--- config.mk ---
export PLATFORM = sky130hd
export DESIGN_NAME = weapons_engagement_unit_flat
export DESIGN_NICKNAME = d
export VERILOG_FILES = /design/src/rtl/weapons_engagement_unit_if.sv /design/src/rtl/weapons_engagement_unit.sv /design/src/flat_wrapper.sv
export SDC_FILE = /design/constraint.sdc
export NUM_CORES = 1
export LEC_CHECK = 0
export ABC_AREA = 1
export ABC_CLOCK_PERIOD_IN_PS = 1500
export CORE_AREA = 3 3 54 56
export CTS_CLUSTER_DIAMETER = 60
export DETAILED_ROUTE_END_ITERATION = 8
export DIE_AREA = 0 0 57 59
export PLACE_DENSITY = 0.76
export REMOVE_ABC_BUFFERS = 1
export SKIP_LAST_GASP = 1
export SLEW_MARGIN = 10
export SYNTH_ARGS = -nofsm -noshare
export SYNTH_HDL_FRONTEND = slang
export SYNTH_SLANG_ARGS = --single-unit
--- constraint.sdc ---
create_clock -name CLK -period 1.5 [get_ports CLK]
set_input_delay 0.15 -clock CLK [delete_from_list [all_inputs] [get_ports CLK]]
set_output_delay 0.15 -clock CLK [all_outputs]
set_load 0.1 [all_outputs]
--- src/rtl/weapons_engagement_unit_if.sv ---
// Handshake bundle between combat management and the weapons engagement unit.
// master drives sensor/pilot inputs; slave (the unit) drives launch/status outputs.
interface weapons_engagement_unit_if;
    logic        threat_detected;
    logic [31:0] distance_to_target;
    logic        safe_to_engage;
    logic        emergency_landing_alert;
    logic        fire_authorized;
    logic        reload;
    logic        missile_launch;
    logic        lock_acquired;
    logic [3:0]  missiles_remaining;
    logic [2:0]  WEU_state;

    modport master (
        output threat_detected, distance_to_target, safe_to_engage,
        output emergency_landing_alert, fire_authorized, reload,
        input  missile_launch, lock_acquired, missiles_remaining, WEU_state
    );

    modport slave (
        input  threat_detected, distance_to_target, safe_to_engage,
        input  emergency_landing_alert, fire_authorized, reload,
        output missile_launch, lock_acquired, missiles_remaining, WEU_state
    );
endinterface

--- src/rtl/weapons_engagement_unit.sv ---
// Weapons engagement unit: lock-on, arming, launch, cooldown, emergency safing.
// Ports: CLK, RST (sync active-high), bus (slave modport: threat/range/permission
// inputs, launch pulse, lock flag, inventory and state outputs).
module weapons_engagement_unit #(
    parameter int unsigned LOCK_CYCLES     = 4,
    parameter int unsigned COOLDOWN_CYCLES = 8,
    parameter int unsigned MISSILE_COUNT   = 4,
    parameter int unsigned MIN_ENGAGE_DIST = 1000
) (
    input  logic                            CLK,
    input  logic                            RST,
    weapons_engagement_unit_if.slave        bus
);
    localparam int LW = $clog2(LOCK_CYCLES + 1);
    localparam int CW = $clog2(COOLDOWN_CYCLES + 1);

    typedef enum logic [2:0] {
        IDLE     = 3'd0,
        LOCKING  = 3'd1,
        ARMED    = 3'd2,
        LAUNCH   = 3'd3,
        COOLDOWN = 3'd4,
        SAFED    = 3'd5
    } state_t;

    state_t          state_q, state_d;
    logic [LW-1:0]   lock_cnt_q, lock_cnt_d;
    logic [CW-1:0]   cd_cnt_q, cd_cnt_d;
    logic [3:0]      inv_q, inv_d;
    logic            qualify;

    assign qualify = bus.threat_detected &&
                     (bus.distance_to_target >= 32'(MIN_ENGAGE_DIST));

    always_ff @(posedge CLK) begin
        if (RST) begin
            state_q    <= IDLE;
            lock_cnt_q <= '0;
            cd_cnt_q   <= '0;
            inv_q      <= 4'(MISSILE_COUNT);
        end else begin
            state_q    <= state_d;
            lock_cnt_q <= lock_cnt_d;
            cd_cnt_q   <= cd_cnt_d;
            inv_q      <= inv_d;
        end
    end

    always_comb begin
        state_d    = state_q;
        lock_cnt_d = lock_cnt_q;
        cd_cnt_d   = cd_cnt_q;
        inv_d      = inv_q;
        unique case (state_q)
            IDLE: begin
                lock_cnt_d = '0;
                if (bus.reload) inv_d = 4'(MISSILE_COUNT);
                // Transition uses the pre-refill inventory.
                if (qualify && inv_q != 4'd0) begin
                    if (LOCK_CYCLES == 1) begin
                        state_d = ARMED;
                    end else begin
                        state_d    = LOCKING;
                        lock_cnt_d = LW'(1);
                    end
                end
            end
            LOCKING: begin
                if (!qualify) begin
                    state_d    = IDLE;
                    lock_cnt_d = '0;
                end else if (lock_cnt_q == LW'(LOCK_CYCLES - 1)) begin
                    state_d    = ARMED;
                    lock_cnt_d = '0;
                end else begin
                    lock_cnt_d = lock_cnt_q + LW'(1);
                end
            end
            ARMED: begin
                // Range is deliberately not rechecked once armed.
                if (!bus.threat_detected) begin
                    state_d = IDLE;
                end else if (bus.fire_authorized && bus.safe_to_engage) begin
                    state_d = LAUNCH;
                end
            end
            LAUNCH: begin
                inv_d    = inv_q - 4'd1;
                state_d  = COOLDOWN;
                cd_cnt_d = '0;
            end
            COOLDOWN: begin
                if (cd_cnt_q == CW'(COOLDOWN_CYCLES - 1)) begin
                    state_d  = IDLE;
                    cd_cnt_d = '0;
                end else begin
                    cd_cnt_d = cd_cnt_q + CW'(1);
                end
            end
            SAFED: begin
                lock_cnt_d = '0;
                cd_cnt_d   = '0;
                if (bus.reload) inv_d = 4'(MISSILE_COUNT);
                if (!bus.emergency_landing_alert) state_d = IDLE;
            end
            default: begin
                state_d    = IDLE;
                lock_cnt_d = '0;
                cd_cnt_d   = '0;
            end
        endcase
        // Alert overrides the transition; a LAUNCH-cycle decrement still stands.
        if (bus.emergency_landing_alert) begin
            state_d    = SAFED;
            lock_cnt_d = '0;
            cd_cnt_d   = '0;
        end
    end

    assign bus.missile_launch     = (state_q == LAUNCH);
    assign bus.lock_acquired      = (state_q == ARMED);
    assign bus.missiles_remaining = inv_q;
    assign bus.WEU_state          = state_q;
endmodule

--- src/flat_wrapper.sv ---
// flat-port wrapper written by rule: the top's interface ports become plain ports
module weapons_engagement_unit_flat 
#(
    parameter int unsigned LOCK_CYCLES     = 4,
    parameter int unsigned COOLDOWN_CYCLES = 8,
    parameter int unsigned MISSILE_COUNT   = 4,
    parameter int unsigned MIN_ENGAGE_DIST = 1000
)
  (CLK, RST, bus_threat_detected, bus_distance_to_target, bus_safe_to_engage, bus_emergency_landing_alert, bus_fire_authorized, bus_reload, bus_missile_launch, bus_lock_acquired, bus_missiles_remaining, bus_WEU_state);
  weapons_engagement_unit_if bus_i ();
  input  logic CLK;
  input  logic RST;
  input wire logic [$bits(bus_i.threat_detected)-1:0] bus_threat_detected;
  input wire logic [$bits(bus_i.distance_to_target)-1:0] bus_distance_to_target;
  input wire logic [$bits(bus_i.safe_to_engage)-1:0] bus_safe_to_engage;
  input wire logic [$bits(bus_i.emergency_landing_alert)-1:0] bus_emergency_landing_alert;
  input wire logic [$bits(bus_i.fire_authorized)-1:0] bus_fire_authorized;
  input wire logic [$bits(bus_i.reload)-1:0] bus_reload;
  output wire logic [$bits(bus_i.missile_launch)-1:0] bus_missile_launch;
  output wire logic [$bits(bus_i.lock_acquired)-1:0] bus_lock_acquired;
  output wire logic [$bits(bus_i.missiles_remaining)-1:0] bus_missiles_remaining;
  output wire logic [$bits(bus_i.WEU_state)-1:0] bus_WEU_state;
  assign bus_i.threat_detected = bus_threat_detected;
  assign bus_i.distance_to_target = bus_distance_to_target;
  assign bus_i.safe_to_engage = bus_safe_to_engage;
  assign bus_i.emergency_landing_alert = bus_emergency_landing_alert;
  assign bus_i.fire_authorized = bus_fire_authorized;
  assign bus_i.reload = bus_reload;
  assign bus_missile_launch = bus_i.missile_launch;
  assign bus_lock_acquired = bus_i.lock_acquired;
  assign bus_missiles_remaining = bus_i.missiles_remaining;
  assign bus_WEU_state = bus_i.WEU_state;
  weapons_engagement_unit #(.LOCK_CYCLES(LOCK_CYCLES), .COOLDOWN_CYCLES(COOLDOWN_CYCLES), .MISSILE_COUNT(MISSILE_COUNT), .MIN_ENGAGE_DIST(MIN_ENGAGE_DIST)) u_core (.CLK(CLK), .RST(RST), .bus(bus_i));
endmodule
Yosys cells after proc, flatten, opt, wreduce, memory -nomap -nowiden
Index checks and enable logic that the tools add are counted.
{"block": "classes", "order_cmp": 1, "addsub": 3, "n_mux": 16, "reduce_logical": 13, "eq_ne": 16}
{"cell": "$ge A32 B10 Y1 const B", "n": 1}
{"cell": "$mux W3", "n": 9}
{"cell": "$pmux W4 S2", "n": 2}
{"cell": "$pmux W3 S5", "n": 1}
{"cell": "$eq A3 B2 Y1 const B", "n": 3}
{"cell": "$ne A3 B2 Y1 const B", "n": 3}
{"cell": "$pmux W3 S3", "n": 1}
{"cell": "$mux W4", "n": 2}
{"cell": "$reduce_and A4 Y1", "n": 2}
{"cell": "$eq A3 B3 Y1 const B", "n": 2}
{"cell": "$ne A2 B1 Y1 const B", "n": 3}
{"cell": "$reduce_or A3 Y1", "n": 2}
{"cell": "$add A4 B1 Y4 const B", "n": 1}
{"cell": "$eq A4 B3 Y1 const B", "n": 1}
{"cell": "$ne A4 B3 Y1 const B", "n": 1}
{"cell": "$ne A4 B4 Y1 const B", "n": 1}
{"cell": "$reduce_bool A4 Y1", "n": 1}
{"cell": "$reduce_or A2 Y1", "n": 2}
{"cell": "$sub A4 B1 Y4 const B", "n": 1}
{"cell": "$add A3 B1 Y3 const B", "n": 1}
{"cell": "$eq A3 B1 Y1 const B", "n": 1}
{"cell": "$logic_and A1 B1 Y1", "n": 3}
{"cell": "$logic_not A3 Y1", "n": 1}
{"cell": "$ne A3 B3 Y1 const B", "n": 1}
{"cell": "other kinds (3)", "n": 3}
{"block": "word_totals", "regBits": 14, "output_inout_bits": 9, "elab_cells": 54}

Longest topological paths before layout
{"block": "depth", "word_depth": 6, "ltp_mapped": 11, "depth_no_buf": 11}

Worst setup path before layout
Ideal clock, no wire load.
{"block": "synth_path", "path_type": "reg2reg", "start": "register u_core.state_q[0], in the netlist u_core.bus.WEU_state[0]", "end": "register u_core.inv_q[2], in the netlist u_core.bus.missiles_remaining[2]", "period_less_slack_ns": 2.694, "path_buffers": 0, "stages_incl_launch_ff": 8, "t_arrival_ns": 2.537, "setup_slack_ns": -1.194, "path_cell_list": "dfxtp_1 -> inv_2 -> nor2_2 -> inv_2 -> nand2_2 -> nand2_1 -> a21oi_1 -> o21ai_1"}
{"item": "start: declaration", "line": "weapons_engagement_unit.sv:26", "rtl": "state_t state_q, state_d;"}
{"item": "start signal: assignment", "line": "weapons_engagement_unit.sv:42", "rtl": "state_q <= state_d;"}
{"item": "$eq A3 B2 Y1 *"}
{"item": "via bus_missile_launch", "line": "flat_wrapper.sv:19", "rtl": "output wire logic [$bits(bus_i.missile_launch)-1:0] bus_missile_launch;"}
{"item": "$reduce_bool A2 Y1 (no source line)"}
{"item": "$reduce_and A2 Y1 (no source line)"}
{"item": "end signal: assignment", "line": "weapons_engagement_unit.sv:40", "rtl": "inv_q <= 4'(MISSILE_COUNT);"}
{"item": "end signal: assignment", "line": "weapons_engagement_unit.sv:45", "rtl": "inv_q <= inv_d;"}
{"item": "end: declaration", "line": "weapons_engagement_unit.sv:29", "rtl": "logic [3:0] inv_q, inv_d;"}
The timed path passes the listed nets; every way through them passes the cells marked *.
A chain may end at the register's enable or synchronous reset.

Worst setup path in the final report
{"block": "layout_path", "start": "register u_core.state_q[0], in the netlist u_core.bus.WEU_state[0]", "end": "output bus_missile_launch"}
{"block": "layout_between", "elab_chain_cells": 1}
{"item": "$eq A3 B2 Y1", "line": "weapons_engagement_unit.sv:120", "rtl": "assign bus.missile_launch = (state_q == LAUNCH);"}
{"item": "end: declaration", "line": "flat_wrapper.sv:19"}
No other way between the ends.

==> summary.md <==
| Metric | Value |
|---|---|
| Status | completed |
| Clock Sinks | 14 |
| Max-cap violation count | 0 |
| PD cells | 656 mW/mm2 |
| Synth Cell Area | 950 um2 |
| Die area | 0.00336 mm2 |
| Grt ovf | 0 |
| First-pass GRT wire length | 4630 um |
| Syn Area/Cell | 6.21 um2 |
| CTS tree | done |
| Synthesized flop and latch total | 14 |
| Internal power | 0.000708 W |
| Layout Utilization | 64.9% |
| Inserted Clock Buffers | 3 |
| Final setup fails | 0 |
| Initial antenna violation count | 0 |
| Routed wire per std cell | 11.5 um |
| Reg area | 284 um2 |
| IO Pins | 48 |
| Ys Warns | 0 |
| Period utilisation layout | 94.4% |
| Worst Path Arrival | 1.27 ns |
| Detail Route Antenna Nets | 0 |
| Most frequent cells in the layout | 35 x clkdlybuf4s50_1, 32 x inv_1, 31 x nand2_1, 18 x nor2_1, 12 x nand3_1 |
| Reg power frac | 38.4% |
| Max_slew headroom | 72.8% |
| DRC | 0 |
| Final cell count without fillers | 236 |
| Nets | 249 |
| Clock power share | 26.8% |
| Sw Ratio | 32.9% |
| Final hold vios | 0 |
| Commonest non-fill, non-tap cell in the layout | clkdlybuf4s50_1 |
| Crit Path Class | flop to primary output |
| Final WS setup | 0.0835 ns |
| Tot Pwr | 0.00106 W |
| Number of port buffers | 44 |
| DRT iter0 DRCs | 50 |
| Row count | 18 |
| Area used by multi-input combinational logic | 543 um2 |
| Reg clk slew, reported paths | 0.09 ns |
| Inst Count DP | 231 |
| Netlist cell types | 23 |
| Worst hold-check path type | input port to flop |
| VDD IR max | 0.772 mV |
| Core ar. | 0.00248 mm2 |
| Initial DRT Pass Iterations | 4 |
| Vias per cell | 4.68 |
| Fillcell total | 217 |
| Gr usage total | 17.5% |
| Pre-CTS setup slack | -0.0724 ns |
| Root Driver | clkbuf_4 |
| Crit start category | flop |
| Finished Cell Area | 0.00161 mm2 |
| Psw | 0.000348 W |
| Largest net degree at the start of global routing | 9 |
| Leakage power | 0.735 nW |
| # hold bufs at CTS | 0 |
| Layout Skew | 0.000959 ns |
| Die Y | 59 um |
| Register area share after synthesis | 29.5% |
| CTS H-tree lvls | 1 |
| Vias | 1105 |
| Comb pwr share | 34.7% |
| Worst Max-Slew Pin Slew | 0.407 ns |
| Max Buffers Root-to-Sink | 2 |
| Clk_lat worst skew | 0.29 ns |
| Fin crit period | 1.42 ns |
| Cell Area, Placed | 0.00155 mm2 |
| FMAX | 706 MHz |
| Post-DP HPWL | 2300 um |
| Routed wire length | 2710 um |
| Antenna diodes | 0 |
| Routability cong. | 0.805 |
| Die width | 57 um |
| Area Overhead vs Synth | 69.3% |
| Vias in the first global route | 1091 |
| Crit. End Element | primary output |
| Post-Synthesis Cells | 153 |
| Critical path fanouts, max | 6 |
| Layout cells sized above 1 | 20.9% |
| Pins Over Slew Limit | 0 |
| Initial core utilization | 38.3% |
| Required time of the critical path | 1.35 ns |
==> flip-flops by register name (all words and copies together), names as in the netlist <==
signal,cells
u_core.bus.WEU_state,3
u_core.lock_cnt_q,3
u_core.bus.missiles_remaining,4
u_core.cd_cnt_q,4
==> cells by family after synthesis <==
logic type	synth area share, %
fa+ha+maj	3.95
xor+xnor	1.84
buf+inv	14.6
simple gates	37.5
flops	29.5
compound gates	12.5
==> cell usage after synthesis <==
library cell | n | share of area (%)
a21boi_1 | 1 | 0.79
a21oi_1 | 9 | 4.7
a21oi_2 | 3 | 2.8
a31oi_1 | 1 | 0.66
and2_0 | 1 | 0.66
dfxtp_1 | 14 | 30
ha_1 | 3 | 4.0
inv_1 | 32 | 13
inv_2 | 5 | 2.0
nand2_1 | 31 | 12
nand2_2 | 5 | 3.3
nand2_4 | 1 | 1.2
nand3_1 | 12 | 6.3
nand3_2 | 2 | 2.1
nand4_1 | 2 | 1.3
nor2_1 | 18 | 7.1
nor2_2 | 5 | 3.3
o211ai_1 | 1 | 0.79
o21ai_0 | 2 | 1.1
o21ai_1 | 2 | 1.1
o22ai_1 | 1 | 0.66
xnor2_1 | 1 | 0.92
xor2_1 | 1 | 0.92
==> per-stage QoR <==
stage | TNS (ns) | hold WS [ns]
after floorplan | -10.42 | 0.212
after global placement | 0 | 0.459
after detailed placement | -0.131 | 0.487
after CTS | 0 | 0.479
after global routing | -0.0135 | 0.506
final | 0 | 0.493
==> worst max-delay path, stage by stage, from the launching register on <==
cell     delay, ns
dfxtp_2       0.42
inv_2         0.08
nor2_2        0.17
buf_4         0.15
buf_12        0.16
==> area by class of cell <==
cell class | instances | share of cell area [%]
multi-input combinational | 102 | 33.8
clock buffer | 4 | 2.26
inverter | 37 | 8.64
sequential | 14 | 17.7
timing repair buffer | 49 | 35.3
tap | 30 | 2.33
==> power groups by stage <==
stage / clock [W] / sequential (W) / combinational [W]
after floorplan: 0 / 0.000484 / 0.000115
after global routing: 0.000302 / 0.000408 / 0.000397
after detailed placement: 0 / 0.000412 / 0.000365
after CTS: 0.000290 / 0.000405 / 0.000366
after global placement: 0 / 0.000412 / 0.000354
final: 0.000283 / 0.000405 / 0.000367
==> repair_timing <==
action,4_1_cts,5_1_grt
gates resized for setup,1,4
pin swaps,0,1
setup buffers,0,1
endpoints found under the setup margin,1,4
==> worst paths after layout <==
check,startpoint,to,slack (ns),cells after the start
setup / recovery,u_core.bus.WEU_state[0],bus_missile_launch,0.08,4
hold / removal,bus_emergency_landing_alert,u_core.bus.WEU_state[2],0.49,3
setup reg to reg,u_core.cd_cnt_q[0],u_core.bus.WEU_state[0],0.15,11
hold reg to reg,u_core.lock_cnt_q[1],u_core.lock_cnt_q[1],0.50,2
==> routing by layer <==
layer,share of wire (%),track usage [%]
met5,0,0
met4,2.4,7.28
met3,4.5,3.05
met2,55,33.1
met1,38,19.1
(Power assumes the default switching activity.)
